File: config.mk
export PLATFORM = sky130hd
export DESIGN_NAME = cv32e40p_fault_monitor
export DESIGN_NICKNAME = d
export VERILOG_FILES = /design/src/rtl/cv32e40p_fault_monitor.sv
export SDC_FILE = /design/constraint.sdc
export NUM_CORES = 1
export LEC_CHECK = 0
export BUFFER_PORTS_ARGS = -buffer_cell sky130_fd_sc_hd__buf_2
export CAP_MARGIN = 20
export CORE_AREA = 2 2 97 99
export CTS_BUF_LIST = sky130_fd_sc_hd__clkbuf_16
export DETAILED_ROUTE_END_ITERATION = 6
export DIE_AREA = 0 0 99 101
export GPL_TIMING_DRIVEN = 0
export PLACE_DENSITY_LB_ADDON = 0.1
export SYNTH_ARGS = -nofsm -noshare
export SYNTH_HDL_FRONTEND = slang
export SYNTH_SLANG_ARGS = --single-unit
File: constraint.sdc
create_clock -name clk_i -period 3.8 [get_ports clk_i]
set_clock_uncertainty 0.1 [all_clocks]
set_input_delay 0.19 -clock clk_i [delete_from_list [all_inputs] [get_ports clk_i]]
set_output_delay 0.19 -clock clk_i [all_outputs]
set_load 0.05 [all_outputs]
File: src/rtl/cv32e40p_fault_monitor.sv
// Fault monitor for the triplicated ALU fault flags: per-line counters, windowed alarm FSM, first-fault capture.
// Optional macro CV32E40P_FAULT_MON_TIMESTAMP_EN adds a free-running cycle counter that stamps the first fault.
module cv32e40p_fault_monitor #(
  parameter int CNT_W     = 16,
  parameter int THRESHOLD = 4
) (
  input  logic             clk_i,
  input  logic             rst_ni,
  input  logic             enable_i,
  input  logic [2:0]       fault_i,
  input  logic [31:0]      addr_i,
  input  logic             clear_i,
  input  logic             alarm_ack_i,
  output logic             alarm_o,
  output logic [CNT_W-1:0] cnt1_o,
  output logic [CNT_W-1:0] cnt2_o,
  output logic [CNT_W-1:0] cnt3_o,
  output logic [2:0]       first_mask_o,
  output logic [31:0]      first_addr_o,
  output logic [31:0]      first_time_o,
  output logic [1:0]       state_o
);

  typedef enum logic [1:0] {
    IDLE    = 2'd0,
    ARMED   = 2'd1,
    LATCHED = 2'd2,
    ALARM   = 2'd3
  } state_e;

  localparam logic [7:0] TH = 8'(THRESHOLD);

  state_e           state;
  logic [CNT_W-1:0] cnt1, cnt2, cnt3;
  logic [7:0]       win;
  logic [7:0]       win_next;
  logic [1:0]       pop;
  logic [2:0]       first_mask;
  logic [31:0]      first_addr;
  logic             captured;
  logic             count_en;
  logic             ack_ok;
  logic             capture;
  logic             hit_th;

  function automatic logic [CNT_W-1:0] sat_inc(input logic [CNT_W-1:0] v, input logic hit);
    if (hit && (v != {CNT_W{1'b1}}))
      return v + CNT_W'(1);
    return v;
  endfunction

  function automatic logic [7:0] sat_add8(input logic [7:0] v, input logic [1:0] n);
    logic [8:0] s;
    s = {1'b0, v} + {7'b0, n};
    return s[8] ? 8'hFF : s[7:0];
  endfunction

  // Counting happens only while enabled outside IDLE; an accepted ack empties the window before this cycle's faults land.
  always_comb begin
    pop      = {1'b0, fault_i[0]} + {1'b0, fault_i[1]} + {1'b0, fault_i[2]};
    count_en = enable_i && (state != IDLE);
    ack_ok   = count_en && (state == ALARM) && alarm_ack_i;
    win_next = count_en ? sat_add8(ack_ok ? 8'd0 : win, pop) : win;
    hit_th   = (win_next >= TH);
    capture  = enable_i && (state == ARMED) && (fault_i != 3'b000) && !captured;
  end

  always_ff @(posedge clk_i) begin
    if (!rst_ni) begin
      state      <= IDLE;
      cnt1       <= '0;
      cnt2       <= '0;
      cnt3       <= '0;
      win        <= '0;
      first_mask <= '0;
      first_addr <= '0;
      captured   <= 1'b0;
    end else if (clear_i) begin
      state      <= enable_i ? ARMED : IDLE;
      cnt1       <= '0;
      cnt2       <= '0;
      cnt3       <= '0;
      win        <= '0;
      first_mask <= '0;
      first_addr <= '0;
      captured   <= 1'b0;
    end else if (!enable_i) begin
      state <= IDLE;
    end else begin
      unique case (state)
        IDLE:    state <= ARMED;
        ARMED:   if (fault_i != 3'b000) state <= hit_th ? ALARM : LATCHED;
        LATCHED: if (hit_th) state <= ALARM;
        ALARM:   if (alarm_ack_i) state <= LATCHED;
        default: state <= IDLE;
      endcase
      if (count_en) begin
        cnt1 <= sat_inc(cnt1, fault_i[0]);
        cnt2 <= sat_inc(cnt2, fault_i[1]);
        cnt3 <= sat_inc(cnt3, fault_i[2]);
        win  <= win_next;
      end
      if (capture) begin
        first_mask <= fault_i;
        first_addr <= addr_i;
        captured   <= 1'b1;
      end
    end
  end

`ifdef CV32E40P_FAULT_MON_TIMESTAMP_EN
  logic [31:0] cycle;
  logic [31:0] first_time;

  always_ff @(posedge clk_i) begin
    if (!rst_ni)
      cycle <= '0;
    else
      cycle <= cycle + 32'd1;
  end

  always_ff @(posedge clk_i) begin
    if (!rst_ni || clear_i)
      first_time <= '0;
    else if (capture)
      first_time <= cycle;
  end

  assign first_time_o = first_time;
`else
  assign first_time_o = '0;
`endif

  assign alarm_o      = (state == ALARM);
  assign state_o      = state;
  assign cnt1_o       = cnt1;
  assign cnt2_o       = cnt2;
  assign cnt3_o       = cnt3;
  assign first_mask_o = first_mask;
  assign first_addr_o = first_addr;

endmodule
==> key figures, run 1 <==
Pwr
  • Clock share of power: 40.0%
  • Int Pwr: 1510 uW
  • Comb pwr share: 11.8%
  • Psw: 556 uW
  • Maximum VDD drop: 201 uV
  • Power Total: 2070 uW
  • Cell Pwr Density: 359 nW/um2
  • Cell leakage power: 0.00245 uW
  • Sw frac: 26.9%
  • Sequential fraction of design power: 48.2%

Critical path
  • Slowest CP cell: or4_4
  • Worst EP arrival: 3.76 ns
  • Crit path kind: reg -> reg
  • Worst reg2reg path endpoint: state_o[0]
  • Crit path cell chain: buf_4 > nand4_1 > and2_1 > fa_1 > ha_1 > inv_1 > fa_2 > and4b_4 > or4_4 > a21oi_2 > o21ai_1 > or3_1 > nand3_1
  • R2r setup slk: 0.21 ns
  • CP bufs+invs: 2
  • Worst r2r path cells: 13
  • CP max FO: 10
  • Crit path capture type: flip-flop
  • Critical path launch point type: flip-flop
  • Critical Path RT: 3.97 ns
  • Crit path max-delay family: simple AND/OR/NAND/NOR gates
  • Worst r2r src: state_o[1]
  • Crit path largest cell delay: 0.53 ns

Place
  • Port bufs: 124
  • HPWL Detailed: 8000 um
  • Final GP Congestion: 0.794

GRT
  • Vias in the first global route: 3766
  • GRT Util Overall: 21.2%
  • Initial antenna violation count: 0
  • First-pass GRT wire length: 17500 um
  • Grt ovf: 0
  • Pin count of the biggest net entering global routing: 17

Finish
  • Antenna diode count: 0
  • Most common cell after layout, fill and taps aside: buf_2
  • Final Util: 64.3%
  • P&R area growth vs syn: 31.2%
  • Layout Nets: 778
  • Most frequent cells in the layout: buf_2 (127), nand2_1 (94), dfxtp_1 (92)
  • Layout cell share with drive strength beyond 1: 25.9%

Run
  • Max Cap Viol: 0

STA
  • Min Tclk post-route: 3.59 ns
  • Setup Viol. Count Final: 0
  • Tightest Pin Transition: 0.718 ns
  • RSZ-0062 raised after global routing: no
  • Worst rel slew slack: 51.7%
  • FMAX: 0.279 GHz
  • Fin crit share: 94.4%
  • Final Hold Fails: 0
  • Max Transition Viols Final: 0

Floorplanning
  • DIE WIDTH: 99 um
  • IO Count: 158
  • FP Rows: 35
  • Die Ht: 101 um
  • Die area: 10000 um2
  • Initial Utilization: 49.0%
  • Core ar.: 8980 um2

Routing
  • Antenna viol nets, final: 0
  • Via Count: 4134
  • Vias per cell: 4.89
  • Initial DRT Pass Iterations: 4
  • DRC Markers: 0
  • 1st-iter DRT viols: 185
  • Routed wire length: 10800 um
  • WL/cell: 12.7 um

Status
  • Status: finished clean

Clock tree
  • Clock slew seen by the registers of the worst setup and hold paths: 0.06 ns
  • CTS tree: built
  • Clk_lat worst skew: 0.34 ns
  • H-tree levels: 3
  • Clock Path Buffers: 2
  • Clock sink count: 94
  • Total clock buffers created by CTS: 9
  • CTS root buf: clkbuf_16

Synthesis
  • Synth Register Bits: 94
  • EDFF count, synth: 0
  • Synth unique cells: 44
  • Sequential fraction of the synthesis area: 42.8%
  • Synthesized area: 4400 um2
  • Mapped Cells: 543
  • Synth Flop Type: dfxtp_1
  • Syn Area/Cell: 8.10 um2
  • Ys Warns: 0
  • Post-synth ARST share: 0%

Worst hold path
  • Hold Path Class: in -> reg
  • Worst Hold Path Cells: 3
  • Hold Path End: first_addr_o[3]
  • Min-delay src: addr_i[3]
worst max-delay path by stage:
stage	from	end	slack, ns	cells after the start
6_report	state_o[1]	state_o[0]	0.21	13
5_1_grt	state_o[1]	state_o[0]	0.05	13
4_1_cts	state_o[1]	state_o[0]	0.14	13
3_5_place_dp	state_o[0]	state_o[0]	-0.05	13
3_3_place_gp	state_o[0]	state_o[0]	0.03	13
2_1_floorplan	state_o[0]	state_o[0]	0.12	13
flip-flops by register name (all words and copies together), names as in the netlist:
name	cells
cnt2_o	16
cnt3_o	16
state_o	2
first_addr_o	32
win	8
captured	1
cnt1_o	16
first_mask_o	3
power by group through the flow:
| stage | Combinational [uW] | Sequential (uW) | Clock [uW] |
|---|---|---|---|
| final | 243 | 998 | 829 |
| after global routing | 261 | 999 | 895 |
| after CTS | 245 | 996 | 851 |
| after detailed placement | 228 | 1020 | 0 |
| after global placement | 225 | 1020 | 0 |
| after floorplan | 155 | 1040 | 0 |
cell usage after synthesis (4+ instances only):
cell type	number	area share (%)
ha_1	6	1.7
or3_1	5	0.71
o211ai_1	6	1.0
nand3_1	17	1.9
and4_1	7	1.4
nor3_1	14	1.6
a21oi_1	43	4.9
o21ai_0	7	0.80
nand4_1	14	2.0
clkbuf_1	19	1.6
mux2i_1	4	0.91
nor2_1	71	6.1
xor2_1	17	3.4
inv_1	14	1.2
xnor2_1	26	5.2
buf_4	34	5.8
and3_1	7	1.0
dfxtp_1	94	43
buf_2	4	0.46
nor4_1	5	0.71
nand2_1	94	8.0
area by class of cell:
| type | count | area (um2) |
|---|---|---|
| fillers | 826 | 3210 |
| multi-input cells | 409 | 2240 |
| flip-flops and latches | 94 | 1880 |
| repair buffers | 146 | 836 |
| plain buffers | 56 | 342 |
| clock buffers | 9 | 225 |
| well taps | 111 | 139 |
| inverters | 14 | 52.6 |
| clock inverters | 7 | 50.0 |
metrics by stage:
step / instance area [um2] / setup slack [ns] / setup TNS (ns) / hold WS [ns] / cells
after floorplan: 4520 / 0.118 / 0 / 0.226 / 574
after global placement: 5280 / 0.0319 / 0 / 0.333 / 809
after detailed placement: 5280 / -0.0527 / -0.0527 / 0.339 / 809
after CTS: 5760 / 0.143 / 0 / 0.000520 / 846
after global routing: 5770 / 0.0510 / 0 / 0.00669 / 846
final: 5770 / 0.213 / 0 / 0.00611 / 846
worst register-to-register path, stage by stage (launching register included):
cell and delay (ns):
dfxtp_2 0.36, buf_4 0.17, nand4_1 0.13, and2_1 0.21
fa_1 0.46, ha_1 0.23, inv_1 0.08, fa_2 0.24
and4b_4 0.23, or4_4 0.53, a21oi_2 0.17, o21ai_1 0.13
or3_1 0.39, nand3_1 0.09
routing by layer:
layer | vias to the layer above | wire length, um | global-route usage, %
li1 | 2129 | - | -
met1 | 1859 | 4810 | 26.8
met2 | 130 | 5110 | 36.6
met3 | 16 | 684 | 3.81
met4 | 0 | 167 | 7.17
met5 | - | 0 | 0
what timing repair did:
| action | 4_1_cts | 5_1_grt |
|---|---|---|
| gates resized for setup | 0 | 2 |
| endpoints found under the setup margin | 1 | 1 |
| pin swaps | 1 | 1 |
| hold buffers | 20 | 0 |
| endpoints found under the hold margin | 20 | 0 |
| setup buffers | 1 | 1 |
| gates cloned | 0 | 0 |
cells by family after synthesis:
group	Yosys count	synth area share [%]
muxes	4	0.911
xor gates and xnor gates	43	8.57
AOI/OAI and AO/OA	74	10.1
DFF	94	42.8
and+or+nand+nor	248	25.9
adders and majority gates	8	2.62
buffers and inverters	71	9.08
other	1	0.0853
Note: power is estimated with default switching activity, not from simulation.
==> run 2, diff against run 1 <==
--- a/config.mk
+++ b/config.mk
@@ -7,10 +7,13 @@
 export LEC_CHECK = 0
 export BUFFER_PORTS_ARGS = -buffer_cell sky130_fd_sc_hd__buf_2
 export CAP_MARGIN = 20
-export CORE_AREA = 2 2 97 99
+export CELL_PAD_IN_SITES_DETAIL_PLACEMENT = 0
+export CELL_PAD_IN_SITES_GLOBAL_PLACEMENT = 2
+export CORE_AREA = 2 2 131 133
 export CTS_BUF_LIST = sky130_fd_sc_hd__clkbuf_16
+export CTS_CLUSTER_SIZE = 14
 export DETAILED_ROUTE_END_ITERATION = 6
-export DIE_AREA = 0 0 99 101
+export DIE_AREA = 0 0 133 135
 export GPL_TIMING_DRIVEN = 0
 export PLACE_DENSITY_LB_ADDON = 0.1
 export SYNTH_ARGS = -nofsm -noshare
==> run 2 against run 1 <==
Effect of this change:
- wire length rose by 16%
- clock power up 9.7%
- combinational power is 6% higher
- non-clock buffer count up 14
- fmax up 0.51%
- sequential power about the same
- critical path depth unchanged
- count of clock-buffer cells in the layout unchanged
- global-route usage decreased by 7.4 points
- sequential cell count unchanged
- design area rose by 5.0%
- die area increased by 80%
- critical path type unchanged
- critical endpoint unchanged
- largest cell class unchanged
==> key figures, run 2 (same netlist as run 1, synthesis figures left out) <==
STA
  • Max Transition Viols Final: 0
  • Worst hold slack: 0.0323 ns
  • FMAX: 0.280 GHz
  • Worst rel slew slack: 45.1%
  • Tightest Pin Transition: 0.816 ns
  • Final Hold Fails: 0
  • RSZ-0062 raised after global routing: no
  • Setup TNS: 0 ns
  • Setup Viol. Count Final: 0
  • Post-route setup slack: 0.232 ns
  • Min Tclk post-route: 3.57 ns
  • Fin crit share: 93.9%

Place
  • HPWL Detailed: 9120 um
  • Placed cell count: 918
  • Placed cell area: 5410 um2
  • Final GP Congestion: 0.768
  • Worst slack, placed: -0.129 ns
  • Port bufs: 124

Critical path
  • Worst r2r src: state_o[1]
  • Slowest CP cell: or4_4
  • Crit path kind: reg -> reg
  • R2r setup slk: 0.23 ns
  • CP max FO: 10
  • Critical Path RT: 3.98 ns
  • Worst reg2reg path endpoint: state_o[0]
  • Crit path max-delay family: simple AND/OR/NAND/NOR gates
  • Worst r2r path cells: 13
  • Worst EP arrival: 3.75 ns
  • Critical path launch point type: flip-flop
  • Crit path largest cell delay: 0.53 ns
  • CP bufs+invs: 2
  • Crit path capture type: flip-flop
  • Crit path cell chain: buf_4 > nand4_1 > and2_1 > fa_1 > ha_1 > inv_1 > fa_2 > and4b_4 > or4_4 > a21oi_2 > o21ai_1 > or3_1 > nand3_1

GRT
  • Initial antenna violation count: 1
  • Pin count of the biggest net entering global routing: 16
  • Vias in the first global route: 3798
  • First-pass GRT wire length: 19800 um
  • Grt ovf: 0
  • GRT Util Overall: 13.8%

Finish
  • Most common cell after layout, fill and taps aside: buf_2
  • Layout Nets: 792
  • Most frequent cells in the layout: buf_2 (128), nand2_1 (94), dfxtp_1 (92)
  • Fin area: 6050 um2
  • Final Non-Filler Cells: 969
  • Layout cell share with drive strength beyond 1: 25.4%
  • P&R area growth vs syn: 37.7%
  • Antenna diode count: 0
  • Largest register FFs: 32

Worst hold path
  • Min-delay src: fault_i[0]
  • Hold Path Class: in -> reg
  • Hold Path End: first_mask_o[0]
  • Worst Hold Path Cells: 3

Routing
  • Antenna viol nets, final: 0
  • Routed wire length: 12500 um
  • Via Count: 4146
  • Initial DRT Pass Iterations: 4
  • DRC Markers: 0
  • Vias per cell: 4.28
  • 1st-iter DRT viols: 85
  • WL/cell: 12.9 um

Pwr
  • Maximum VDD drop: 197 uV
  • Cell leakage power: 0.00253 uW
  • Cell Pwr Density: 357 nW/um2

Floorplanning
  • Die area: 18000 um2
  • FP Rows: 47
  • Die Ht: 135 um
  • DIE WIDTH: 133 um
  • Initial Utilization: 26.8%
  • IO Count: 158
  • Core ar.: 16400 um2

Status
  • Status: finished clean

Clock tree
  • Total clock buffers created by CTS: 9
  • H-tree levels: 3
  • Clock sink count: 94
  • Clock slew seen by the registers of the worst setup and hold paths: 0.07 ns
  • CTS tree: built
  • Clk_lat worst skew: 0.34 ns
  • Clock Path Buffers: 2
  • CTS root buf: clkbuf_16

Run
  • Max Cap Viol: 0
run 2: changes by cell type in the layout (fill, tap and decap cells not counted), sizes merged:
cell         change
buf              +2
bufinv           +1
inv              +1
dlygate4sd3     +12
clkinvlp         -2
run 2: worst max-delay path by stage:
stage / depth (start not counted) / slack, ns / to / start
detailed placement: 13 / -0.13 / state_o[0] / state_o[0]
global placement: 13 / -0.12 / state_o[0] / state_o[0]
floorplan: 13 / 0.12 / state_o[0] / state_o[0]
CTS: 13 / 0.13 / state_o[0] / state_o[1]
global route: 13 / 0.04 / state_o[0] / state_o[0]
finish: 13 / 0.23 / state_o[0] / state_o[1]
run 2: cell type report:
type / instances / area (um2)
plain buffers: 57 / 347
clock buffers: 9 / 225
clock inverters: 7 / 67.6
fillers: 1746 / 10400
inverters: 14 / 52.6
multi-input cells: 409 / 2240
flip-flops and latches: 94 / 1880
well taps: 220 / 275
repair buffers: 159 / 963
run 2: what timing repair did:
item | 4_1_cts | 5_1_grt
buffers inserted | 1 | 2
pin swaps | 1 | 0
setup endpoints to repair | 1 | 1
hold endpoints to repair | 32 | 0
gates resized for setup | 0 | 2
hold buffers | 32 | 0
run 2: tightest hold or removal path, stage by stage:
cell     delay, ns
buf_2         0.13
nand2_1       0.06
a21oi_1       0.05
run 2: stage by stage:
step                      util, %  power, uW
after floorplan                 -       1200
after global placement       33.0       1250
after detailed placement     33.0       1250
after CTS                    36.8       2200
after global routing         36.9       2270
final                        36.9       2160
run 2: power breakdown:
part	leakage [uW]	total, uW	switching, uW	internal (uW)
Sequential	0.000759	996	3.92	992
Clock	0.000150	909	402	507
Combinational	0.00163	257	172	85.6
Total	0.00253	2160	578	1590
run 2: layer usage:
metal	GRT usage (%)	wire (um)
met4	5.02	176
met5	0	0
met1	19.0	6270
met3	2.63	629
met2	21.5	5430
==> run 3, diff against run 2 <==
--- a/config.mk
+++ b/config.mk
@@ -7,7 +7,7 @@
 export LEC_CHECK = 0
 export BUFFER_PORTS_ARGS = -buffer_cell sky130_fd_sc_hd__buf_2
 export CAP_MARGIN = 20
-export CELL_PAD_IN_SITES_DETAIL_PLACEMENT = 0
+export CELL_PAD_IN_SITES_DETAIL_PLACEMENT = 1
 export CELL_PAD_IN_SITES_GLOBAL_PLACEMENT = 2
 export CORE_AREA = 2 2 131 133
 export CTS_BUF_LIST = sky130_fd_sc_hd__clkbuf_16
==> run 3 against run 2 <==
Effect of this change:
- global-route usage up 1.6 points
- wire length up 9.5%
- non-clock buffer count down 2
- sequential power about the same
- combinational power about the same
- utilization down 0.084 points
- worst hold slack worse by 0.022 ns
- register-to-register slack worse by 0.02 ns
- fmax down 0.60%
- clock power up 0.7%
- sequential cell count unchanged
- critical endpoint unchanged
- highest routed layer unchanged
==> key figures, run 3 (same netlist as run 1, synthesis figures left out) <==
Floorplanning
  • IO Count: 158
  • DIE WIDTH: 133 um
  • Initial Utilization: 26.8%
  • FP Rows: 47
  • Die area: 18000 um2
  • Core ar.: 16400 um2
  • Die Ht: 135 um

Finish
  • Layout Nets: 790
  • Largest register FFs: 32
  • P&R area growth vs syn: 37.4%
  • Most common cell after layout, fill and taps aside: buf_2
  • Layout cell share with drive strength beyond 1: 25.5%
  • Layout filler cell count: 2011
  • Most frequent cells in the layout: buf_2 (127), nand2_1 (94), dfxtp_1 (92)

GRT
  • First-pass GRT wire length: 22300 um
  • Grt ovf: 0
  • GRT Util Overall: 15.4%
  • Pin count of the biggest net entering global routing: 16
  • Vias in the first global route: 4428
  • Initial antenna violation count: 1

Clock tree
  • Clock Path Buffers: 2
  • H-tree levels: 3
  • Clk_lat worst skew: 0.35 ns
  • CTS tree: built
  • Clock slew seen by the registers of the worst setup and hold paths: 0.07 ns
  • CTS root buf: clkbuf_16
  • Total clock buffers created by CTS: 9
  • Clock sink count: 94

Pwr
  • Cell Pwr Density: 359 nW/um2
  • Cell leakage power: 0.00251 uW
  • Maximum VDD drop: 191 uV
  • Power Total: 2170 uW

Run
  • Max Cap Viol: 0

Critical path
  • Worst EP arrival: 3.77 ns
  • Crit path capture type: flip-flop
  • CP max FO: 10
  • Critical path launch point type: flip-flop
  • Critical Path RT: 3.98 ns
  • Crit path kind: reg -> reg

STA
  • FMAX: 0.279 GHz
  • Max Transition Viols Final: 0
  • Setup TNS: 0 ns
  • RSZ-0062 raised after global routing: no
  • Worst rel slew slack: 44.9%
  • Setup Viol. Count Final: 0
  • Min Tclk post-route: 3.59 ns
  • Final Hold Fails: 0
  • Fin crit share: 94.5%
  • Tightest Pin Transition: 0.819 ns

Routing
  • Initial DRT Pass Iterations: 4
  • Total length of routed met3 wires: 684 um
  • WL met2: 6480 um
  • Wl on met1: 6410 um
  • Via Count: 4304
  • WL/cell: 14.2 um
  • 1st-iter DRT viols: 113
  • Max layer used: met4
  • Routed wire length: 13700 um
  • DRC Markers: 0
  • Antenna viol nets, final: 0
  • Vias per cell: 4.45

Place
  • Final GP Congestion: 0.768
  • HPWL Detailed: 10000 um
  • Port bufs: 124

Status
  • Status: finished clean

Worst hold path
  • Hold Path Class: in -> reg
[run 3: changes by cell type in the layout (fill, tap and decap cells not counted), sizes merged]
| cell | delta |
|---|---|
| dlygate4sd3 | -1 |
| clkinvlp | +2 |
| diode | +1 |
| buf | -1 |
| clkinv | -3 |
[run 3: final timing paths]
check	startpoint	slack, ns	depth (start not counted)	to
setup / recovery	state_o[1]	0.21	13	state_o[0]
hold / removal	addr_i[4]	0.01	3	first_addr_o[4]
setup reg to reg	state_o[1]	0.21	13	state_o[0]
hold reg to reg	first_addr_o[11]	0.35	2	first_addr_o[11]
[run 3: per-layer routing]
metal	vias up	track usage, %
met2	110	26.1
met4	0	4.12
met5	-	0
met3	10	3.90
met1	2034	19.6
li1	2150	-
[run 3: cell type report]
class                           instances  area, um2  share of cell area [%]
Antenna cell                            1       2.50                  0.0414
Buffer                                 56        345                    5.72
Clock buffer                            9        225                    3.73
Clock inverter                          6       62.6                    1.04
Inverter                               14       52.6                   0.870
Multi-Input combinational cell        409       2240                    37.1
Sequential cell                        94       1880                    31.2
Tap cell                              220        275                    4.56
Timing Repair Buffer                  158        953                    15.8
[run 3: power breakdown]
group	switching [uW]	internal [uW]
Sequential	6.44	992
Clock	409	506
Combinational	172	84.6
[run 3: what timing repair did]
| action | 4_1_cts | 5_1_grt |
|---|---|---|
| setup endpoints to repair | 1 | 1 |
| setup buffers | 1 | 2 |
| hold buffers | 31 | 0 |
| hold endpoints to repair | 31 | 0 |
| pin swaps | 1 | 1 |
| resized for setup | 0 | 3 |
[run 3: metrics by stage]
stage / util (%) / cells / instance area [um2] / hold WS [ns] / worst slack, ns
6_report: 36.8 / 967 / 6040 / 0.0104 / 0.210
5_1_grt: 36.8 / 966 / 6040 / 0.0426 / 0.00491
4_1_cts: 36.7 / 965 / 6020 / 0.0101 / 0.101
3_5_place_dp: 33.0 / 918 / 5410 / 0.339 / -0.177
3_3_place_gp: 33.0 / 918 / 5410 / 0.332 / -0.124
2_1_floorplan: - / 574 / 4520 / 0.226 / 0.118
[run 3: critical path: stages, from the launching register on]
cell and delay [ns]:
dfxtp_2 0.38, buf_6 0.15, nand4_1 0.14, and2_1 0.21, fa_1 0.43, ha_1 0.23
inv_1 0.09, fa_2 0.26, and4b_4 0.23, or4_4 0.53, a21oi_2 0.17, o21ai_1 0.13
or3_1 0.38, nand3_1 0.09
